===== src/rtl/uart_tx_frame.sv =====
// Parametrised UART serialiser: 5-9 data bits, optional even/odd parity, 1 or 2 stop bits.
// Words are taken through a valid/ready handshake, and every output comes straight from a flop.
module uart_tx_frame #(
  parameter int CLKS_PER_BIT = 868,
  parameter int DATA_BITS    = 8,
  parameter int PARITY_MODE  = 0,
  parameter int STOP_BITS    = 1
) (
  input  logic                 clk,
  input  logic                 reset,
  input  logic                 tx_valid,
  output logic                 tx_ready,
  input  logic [DATA_BITS-1:0] i_data,
  output logic                 tx,
  output logic                 tx_busy,
  output logic                 tx_done
);

  localparam int CNT_W = (CLKS_PER_BIT > 1) ? $clog2(CLKS_PER_BIT) : 1;
  localparam int IDX_W = $clog2(DATA_BITS);

  localparam logic [CNT_W-1:0] CNT_LAST      = CNT_W'(CLKS_PER_BIT - 1);
  localparam logic [IDX_W-1:0] IDX_LAST_DATA = IDX_W'(DATA_BITS - 1);
  localparam logic [IDX_W-1:0] IDX_LAST_STOP = IDX_W'(STOP_BITS - 1);
  localparam logic             PAR_INV       = (PARITY_MODE == 2);
  localparam logic             PAR_EN        = (PARITY_MODE != 0);

  localparam logic [2:0] S_IDLE   = 3'd0;
  localparam logic [2:0] S_START  = 3'd1;
  localparam logic [2:0] S_DATA   = 3'd2;
  localparam logic [2:0] S_PARITY = 3'd3;
  localparam logic [2:0] S_STOP   = 3'd4;

  if (CLKS_PER_BIT < 2 || CLKS_PER_BIT > 65535) begin : g_bad_clks
    $error("uart_tx_frame: CLKS_PER_BIT out of range 2..65535");
  end
  if (DATA_BITS < 5 || DATA_BITS > 9) begin : g_bad_data
    $error("uart_tx_frame: DATA_BITS out of range 5..9");
  end
  if (PARITY_MODE < 0 || PARITY_MODE > 2) begin : g_bad_parity
    $error("uart_tx_frame: PARITY_MODE must be 0, 1 or 2");
  end
  if (STOP_BITS != 1 && STOP_BITS != 2) begin : g_bad_stop
    $error("uart_tx_frame: STOP_BITS must be 1 or 2");
  end

  logic [2:0]           state;
  logic [CNT_W-1:0]     cnt;
  logic [IDX_W-1:0]     bit_idx;
  logic [DATA_BITS-1:0] shift;
  logic                 par_acc;
  logic                 bit_end;

  // Even parity is the XOR of the data bits; odd parity is its inverse.
  function automatic logic parity_bit(input logic acc);
    return acc ^ PAR_INV;
  endfunction

  assign bit_end = (cnt == CNT_LAST);

  always_ff @(posedge clk or posedge reset) begin
    if (reset) begin
      state    <= S_IDLE;
      cnt      <= '0;
      bit_idx  <= '0;
      shift    <= '0;
      par_acc  <= 1'b0;
      tx       <= 1'b1;
      tx_ready <= 1'b1;
      tx_busy  <= 1'b0;
      tx_done  <= 1'b0;
    end else begin
      tx_done <= 1'b0;

      if (state == S_IDLE || bit_end) begin
        cnt <= '0;
      end else begin
        cnt <= cnt + 1'b1;
      end

      case (state)
        S_IDLE: begin
          tx       <= 1'b1;
          tx_ready <= 1'b1;
          if (tx_valid && tx_ready) begin
            shift    <= i_data;
            par_acc  <= 1'b0;
            bit_idx  <= '0;
            tx       <= 1'b0;
            tx_busy  <= 1'b1;
            tx_ready <= 1'b0;
            state    <= S_START;
          end
        end

        S_START: begin
          if (bit_end) begin
            tx      <= shift[0];
            par_acc <= shift[0];
            shift   <= shift >> 1;
            bit_idx <= '0;
            state   <= S_DATA;
          end
        end

        // The shift register presents the next data bit at shift[0]; parity accumulates as bits leave.
        S_DATA: begin
          if (bit_end) begin
            if (bit_idx == IDX_LAST_DATA) begin
              bit_idx <= '0;
              if (PAR_EN) begin
                tx    <= parity_bit(par_acc);
                state <= S_PARITY;
              end else begin
                tx    <= 1'b1;
                state <= S_STOP;
              end
            end else begin
              bit_idx <= bit_idx + 1'b1;
              tx      <= shift[0];
              par_acc <= par_acc ^ shift[0];
              shift   <= shift >> 1;
            end
          end
        end

        S_PARITY: begin
          if (bit_end) begin
            tx      <= 1'b1;
            bit_idx <= '0;
            state   <= S_STOP;
          end
        end

        S_STOP: begin
          tx <= 1'b1;
          if (bit_end) begin
            if (bit_idx == IDX_LAST_STOP) begin
              bit_idx  <= '0;
              tx_busy  <= 1'b0;
              tx_ready <= 1'b1;
              tx_done  <= 1'b1;
              state    <= S_IDLE;
            end else begin
              bit_idx <= bit_idx + 1'b1;
            end
          end
        end

        default: begin
          tx       <= 1'b1;
          tx_ready <= 1'b1;
          tx_busy  <= 1'b0;
          state    <= S_IDLE;
        end
      endcase
    end
  end

endmodule

===== config.mk =====
export PLATFORM = sky130hd
export DESIGN_NAME = uart_tx_frame
export DESIGN_NICKNAME = d
export VERILOG_FILES = /design/src/rtl/uart_tx_frame.sv
export SDC_FILE = /design/constraint.sdc
export NUM_CORES = 1
export LEC_CHECK = 0
export CAP_MARGIN = 5
export CORE_MARGIN = 5
export CORE_UTILIZATION = 56
export CTS_CLUSTER_DIAMETER = 40
export CTS_CLUSTER_SIZE = 14
export DETAILED_ROUTE_END_ITERATION = 6
export HOLD_SLACK_MARGIN = 0.06
export PLACE_DENSITY_LB_ADDON = 0.3
export SLEW_MARGIN = 40
export SYNTH_ARGS = -nofsm -noshare
export SYNTH_HDL_FRONTEND = slang
export SYNTH_SLANG_ARGS = --single-unit

===== constraint.sdc =====
create_clock -name clk -period 2.2 [get_ports clk]
set_input_delay 0.33 -clock clk [delete_from_list [all_inputs] [get_ports clk]]
set_output_delay 0.33 -clock clk [all_outputs]
set_load 0.05 [all_outputs]

# Yosys cells after proc, flatten, opt, wreduce, memory -nomap -nowiden
# Cells that the tools add are included.
# W data, S select, Z words.
# word_totals
elab_cells,77
in_bits,11
register_bits,28
out_inout_bits,4
romBits,0
ram_bits,0
latch_bits,0
n_memories,0
# classes
n_div,0
n_lt_le_gt_ge,0
reduce_logical,14
bitwise,1
shifts,0
addsub,2
mul,0
n_mux,37
n_eq_ne,15
# ops
operator,count
$mux W3,13
$mux W8,4
$pmux W8 S3,1
$pmux W3 S5,1
$ne A2 B2 Y1 const B,7
$mux W1,13
$pmux W3 S4,1
$add A10 B1 Y10 const B,1
$eq A10 B10 Y1 const B,1
$mux W10,1
$reduce_and A5 Y1,2
$reduce_and A7 Y1,1
$eq A3 B2 Y1 const B,2
$eq A3 B3 Y1 const B,2
$logic_not A3 Y1,2
$pmux W1 S3,2
$reduce_and A3 Y1,2
$ne A2 B1 Y1 const B,2
$pmux W1 S4,1
$reduce_and A4 Y1,1
$reduce_bool A4 Y1,1
$add A3 B1 Y3 const B,1
$eq A3 B1 Y1 const B,1
$reduce_bool A3 Y1,1
5 further kinds,5

# Depth between registers and ports, before layout
# depth
ltp_word,4
depth_mapped,6
ltp_nobuf,6

# Worst setup path after synthesis
# OpenSTA, ideal clock, no wires.
# synth_timing
path_kind,register -> register
start,reg cnt[0]
end,reg bit_idx[0]
stages_incl_launch_ff,6
path_buffers,0
t_required_ns,2.075
slack_ns,0.519
setup_ns,0.125
period_less_slack_ns,1.681
t_arrival_ns,1.556
path_cell_list,dfrtp_1 ha_1 and4b_4 nand3_4 o211a_4 mux2_4
# synth_via
elab_chain_cells,3
elab_cells_between_ends,5
cone_classes,eq/ne: 4; reduce/logical: 1
# synth_rtl
element,line_no,rtl
start: declaration,48,logic [CNT_W-1:0] cnt;
start signal: assignment,78,cnt <= cnt + 1'b1;
$eq A10 B10 Y1 *,59,assign bit_end = (cnt == CNT_LAST);
$ne A2 B1 Y1 (no line) or $ne A2 B2 Y1 (tied branches),n/a,
$reduce_and A5 Y1 (no line) *,n/a,
end signal: assignment,119,bit_idx <= bit_idx + 1'b1;
end signal: assignment,145,bit_idx <= bit_idx + 1'b1;
end: declaration,49,logic [IDX_W-1:0] bit_idx;
# Mark *: on every way between the ends. The rest lies on a longest branch, timed or not.
# A chain may end at the register's enable or synchronous reset.

# Worst setup path after layout
# layout_timing
start,reg tx_ready
end,out tx_ready
# layout_rtl
element,line_no,rtl
start: declaration,12,"output logic tx_ready,"
start signal: assignment,69,tx_ready <= 1'b1;
start signal: assignment,84,tx_ready <= 1'b1;
start signal: assignment,91,tx_ready <= 1'b0;
# No word-level cell between the ends.

==> reports/results.tsv <==
stage	metric	value	unit
worst_setup_path	path_cells	clkdlybuf4s50_1	
synthesis	ys_seq_elements	28	
global_routing	wire_length_of_the_first_global_routing_pass	5.06	mm
route	drtIter0Drc	81	
power_and_ir_drop	total_power_density_per_cell_area	507	nW/um^2
timing	layout_worst_path_cycle_share	95.5	%
global_routing	antenna_found_initial	0	
cells_and_area	instances_no_fill	198	
synthesis	synthCells	153	
worst_setup_path	cp-start-kind	register	
worst_setup_path	critPathArrivalTime	1770	ps
worst_setup_path	crit_path_top_delay_cell	clkdlybuf4s50_1	
power_and_ir_drop	report.power.total	0.880	mW
cells_and_area	layout.core_utilization	68.2	%
placed_design	dpl-instance-area	1680	sq um
route	finalWirelength	2.87	mm
clocking	ctsResizeCount	0	
status	status	finished clean	
synthesis	synth_area	1520	sq um
synthesis	synth-warning-count	0	
worst_setup_path	path_buf_inv	1	
die	fp-row-count	18	
synthesis	async_reset_ff_share	100	%
clocking	clock_sink_count	28	
placed_design	post-dp-hpwl	2.09	mm
clocking	cts_hold_buffers	0	
placed_design	place.gp.congestion	0.831	
timing	fin_tns_setup	0	ps
worst_setup_path	path_class	register to output port	
cells_and_area	postLayoutCellArea	1740	sq um
global_routing	grt_usage	17.5	%
timing	measured_slew_at_the_worst_slew_check_pin	500	ps
route	route.layer.met1.wl	1.33	mm
die	design.die.area	3850	sq um
die	die_h	62.0	microns
worst_setup_path	setup.reg_to_reg.worst_slack	340	ps
global_routing	grt_max_degree	29	
route	top_layer	met4	
clocking	h-tree-depth	1	
route	met2RoutedLength	1.38	mm
clocking	cts_inserted_buffers	3	
route	met3_length	87	microns
placed_design	pre_cts_slack	325	ps
synthesis	number_of_enable_flip_flop_cells_after_synthesis	0	
synthesis	synth.largest_area_cell	dfrtp_1	
global_routing	final_global_route_overflow_total	0	
die	i_o_pin_total	15	
route	detail-route-antenna-nets	0	
worst_hold_path	worst_hold_path_type	primary input to asynchronous set/reset pin	
synthesis	yosysSeqAreaShare	46.4	%
worst_setup_path	crit_path_start	tx_ready$_DFFE_PP1P_	
cells_and_area	layout-area-overhead-vs-synth	14.5	%
timing	fin_crit	2100	ps
synthesis	netlist-cell-type-count	41	
timing	finalHoldViolCount	0	
clocking	cts_tree	done	
cells_and_area	num-nets-final	184	
die	initial_util	59.6	%
route	detailroute.via_count	1154	
worst_setup_path	crit_path_max_incr_delay	820	ps
cells_and_area	drive_gt1_share	10.7	%
clocking	worst_skew_pair.late_latency	330	ps
clocking	clock_tree.root_cell	clkbuf_4	
synthesis	postSynthNetCount	168	
clocking	clk_pin_slew	150	ps
synthesis	synth_top_flop_cell	dfrtp_1	
worst_setup_path	critical_path.max_fanout	7	
global_routing	grt_pass1_vias	1140	
worst_setup_path	setup.worst_path.end_class	output port	
timing	achievable-frequency	476	MHz
worst_setup_path	worstPathRequired	1870	ps
worst_setup_path	path_delay_family	buffers and inverters	
clocking	postCtsSetupBuffers	0	
timing	worst_hold_slack	340	ps
timing	finalClockSkew	2.16	ps
timing	postLayoutSetupSlackWorst	98.3	ps
cells_and_area	n_fill_cell	192	
timing	rsz0062_at_grt	false	
route	drt_pass1_iterations	4	
timing	slew_headroom	66.6	%
route	drt-vias-per-instance	5.83	
route	detail_route.drc_violations	0	
synthesis	syn_area_per_cell	9.91	sq um
power_and_ir_drop	p_leak	0.788	nW
job	drv_cap	0	
timing	final-setup-viol-count	0	
power_and_ir_drop	vdd_ir_drop_max	0.414	mV
clocking	cts.path.max_buffers	2	
cells_and_area	insertedDiodeCount	0	
placed_design	port-buffer-count	14	
synthesis	synth_top_cells_by_area	dfrtp_1 (43%), nor2_1 (5.0%), nor3_1 (3.6%)	
die	core_area	2540	sq um
worst_setup_path	worstReg2RegStart	bit_idx[0]$_DFFE_PP0P_	
synthesis	synth_top_area_share	42.9	%
timing	timing_max_transition_violations_final	0	
route	wl_per_cell	14.5	microns
die	die_w	62.0	microns
placed_design	cell_count_post_placement	194	
==> power by group <==
part           internal (mW)  switching (mW)
Sequential             0.515               0
Clock                  0.184           0.151
Combinational         0.0168          0.0132
==> final timing paths <==
check,end,cells past startpoint
min in group clk,tx$_DFFE_PP1P_,2
max in group asynchronous,tx$_DFFE_PP1P_,3
setup / recovery,tx_ready,1
hold / removal,shift[4]$_DFFE_PP0P_,3
hold reg to reg,tx$_DFFE_PP1P_,2
setup reg to reg,shift[2]$_DFFE_PP0P_,6
==> cell families (layout without fill, tap and decap cells) <==
kind of cell	Yosys count	after routing	share of synthesized area, %
AND/OR/NAND/NOR	65	65	23.7
flip-flops	28	28	46.4
AO/OA/AOI/OAI	26	26	13.4
buffers and inverters	17	32	4.37
XOR/XNOR	9	9	5.20
adder cells (fa/ha/maj)	4	4	3.30
multiplexers	4	4	3.63
==> Yosys cell counts (2+ instances only) <==
library cell	n
a2bb2oi_1	2
buf_2	2
dfrtp_1	26
nor3_1	11
a211oi_1	7
nand2_1	8
dfstp_2	2
inv_1	12
clkbuf_1	2
nor2b_1	2
xor2_1	5
nand4_1	4
nand3_1	5
nand3_2	2
a21oi_1	3
mux2_4	3
and3_1	2
xnor2_1	4
a31oi_1	2
nand2b_1	4
o21ai_1	3
ha_1	4
nor2_1	20
==> metal layers <==
| layer | track usage [%] | up-vias |
|---|---|---|
| met1 | 25.6 | 559 |
| met2 | 26.3 | 21 |
| met3 | 1.86 | 9 |
| li1 | - | 565 |
| met5 | 0 | - |
| met4 | 6.97 | 0 |
==> flip-flops by register name, indices dropped and copies added, names as in the netlist <==
| register | cells |
|---|---|
| tx_busy | 1 |
| bit_idx | 3 |
| cnt | 10 |
| tx | 1 |
| state | 3 |
| tx_done | 1 |
| shift | 8 |
| tx_ready | 1 |
==> layout make-up <==
type                       instances  area, sq um  share of cell area [%]
multi-input combinational        108          747                    43.0
clock inverter                     1         30.0                    1.73
timing repair buffer              15          148                    8.50
tap                               30         37.5                    2.16
inverter                          13         48.8                    2.81
clock buffer                       3         22.5                    1.30
sequential                        28          703                    40.5
==> placed cells by master, fill, tap and decap left out, types with 4 or more instances in the layout <==
cell type,netlist,routed
a211oi_1,7,7
clkdlybuf4s50_1,0,14
dfrtp_1,26,26
ha_1,4,4
inv_1,12,12
nand2_1,8,8
nand2b_1,4,4
nand3_1,5,5
nand4_1,4,4
nor2_1,20,20
nor3_1,11,11
xnor2_1,4,4
xor2_1,5,5
Power figures use the tool's default switching activity.
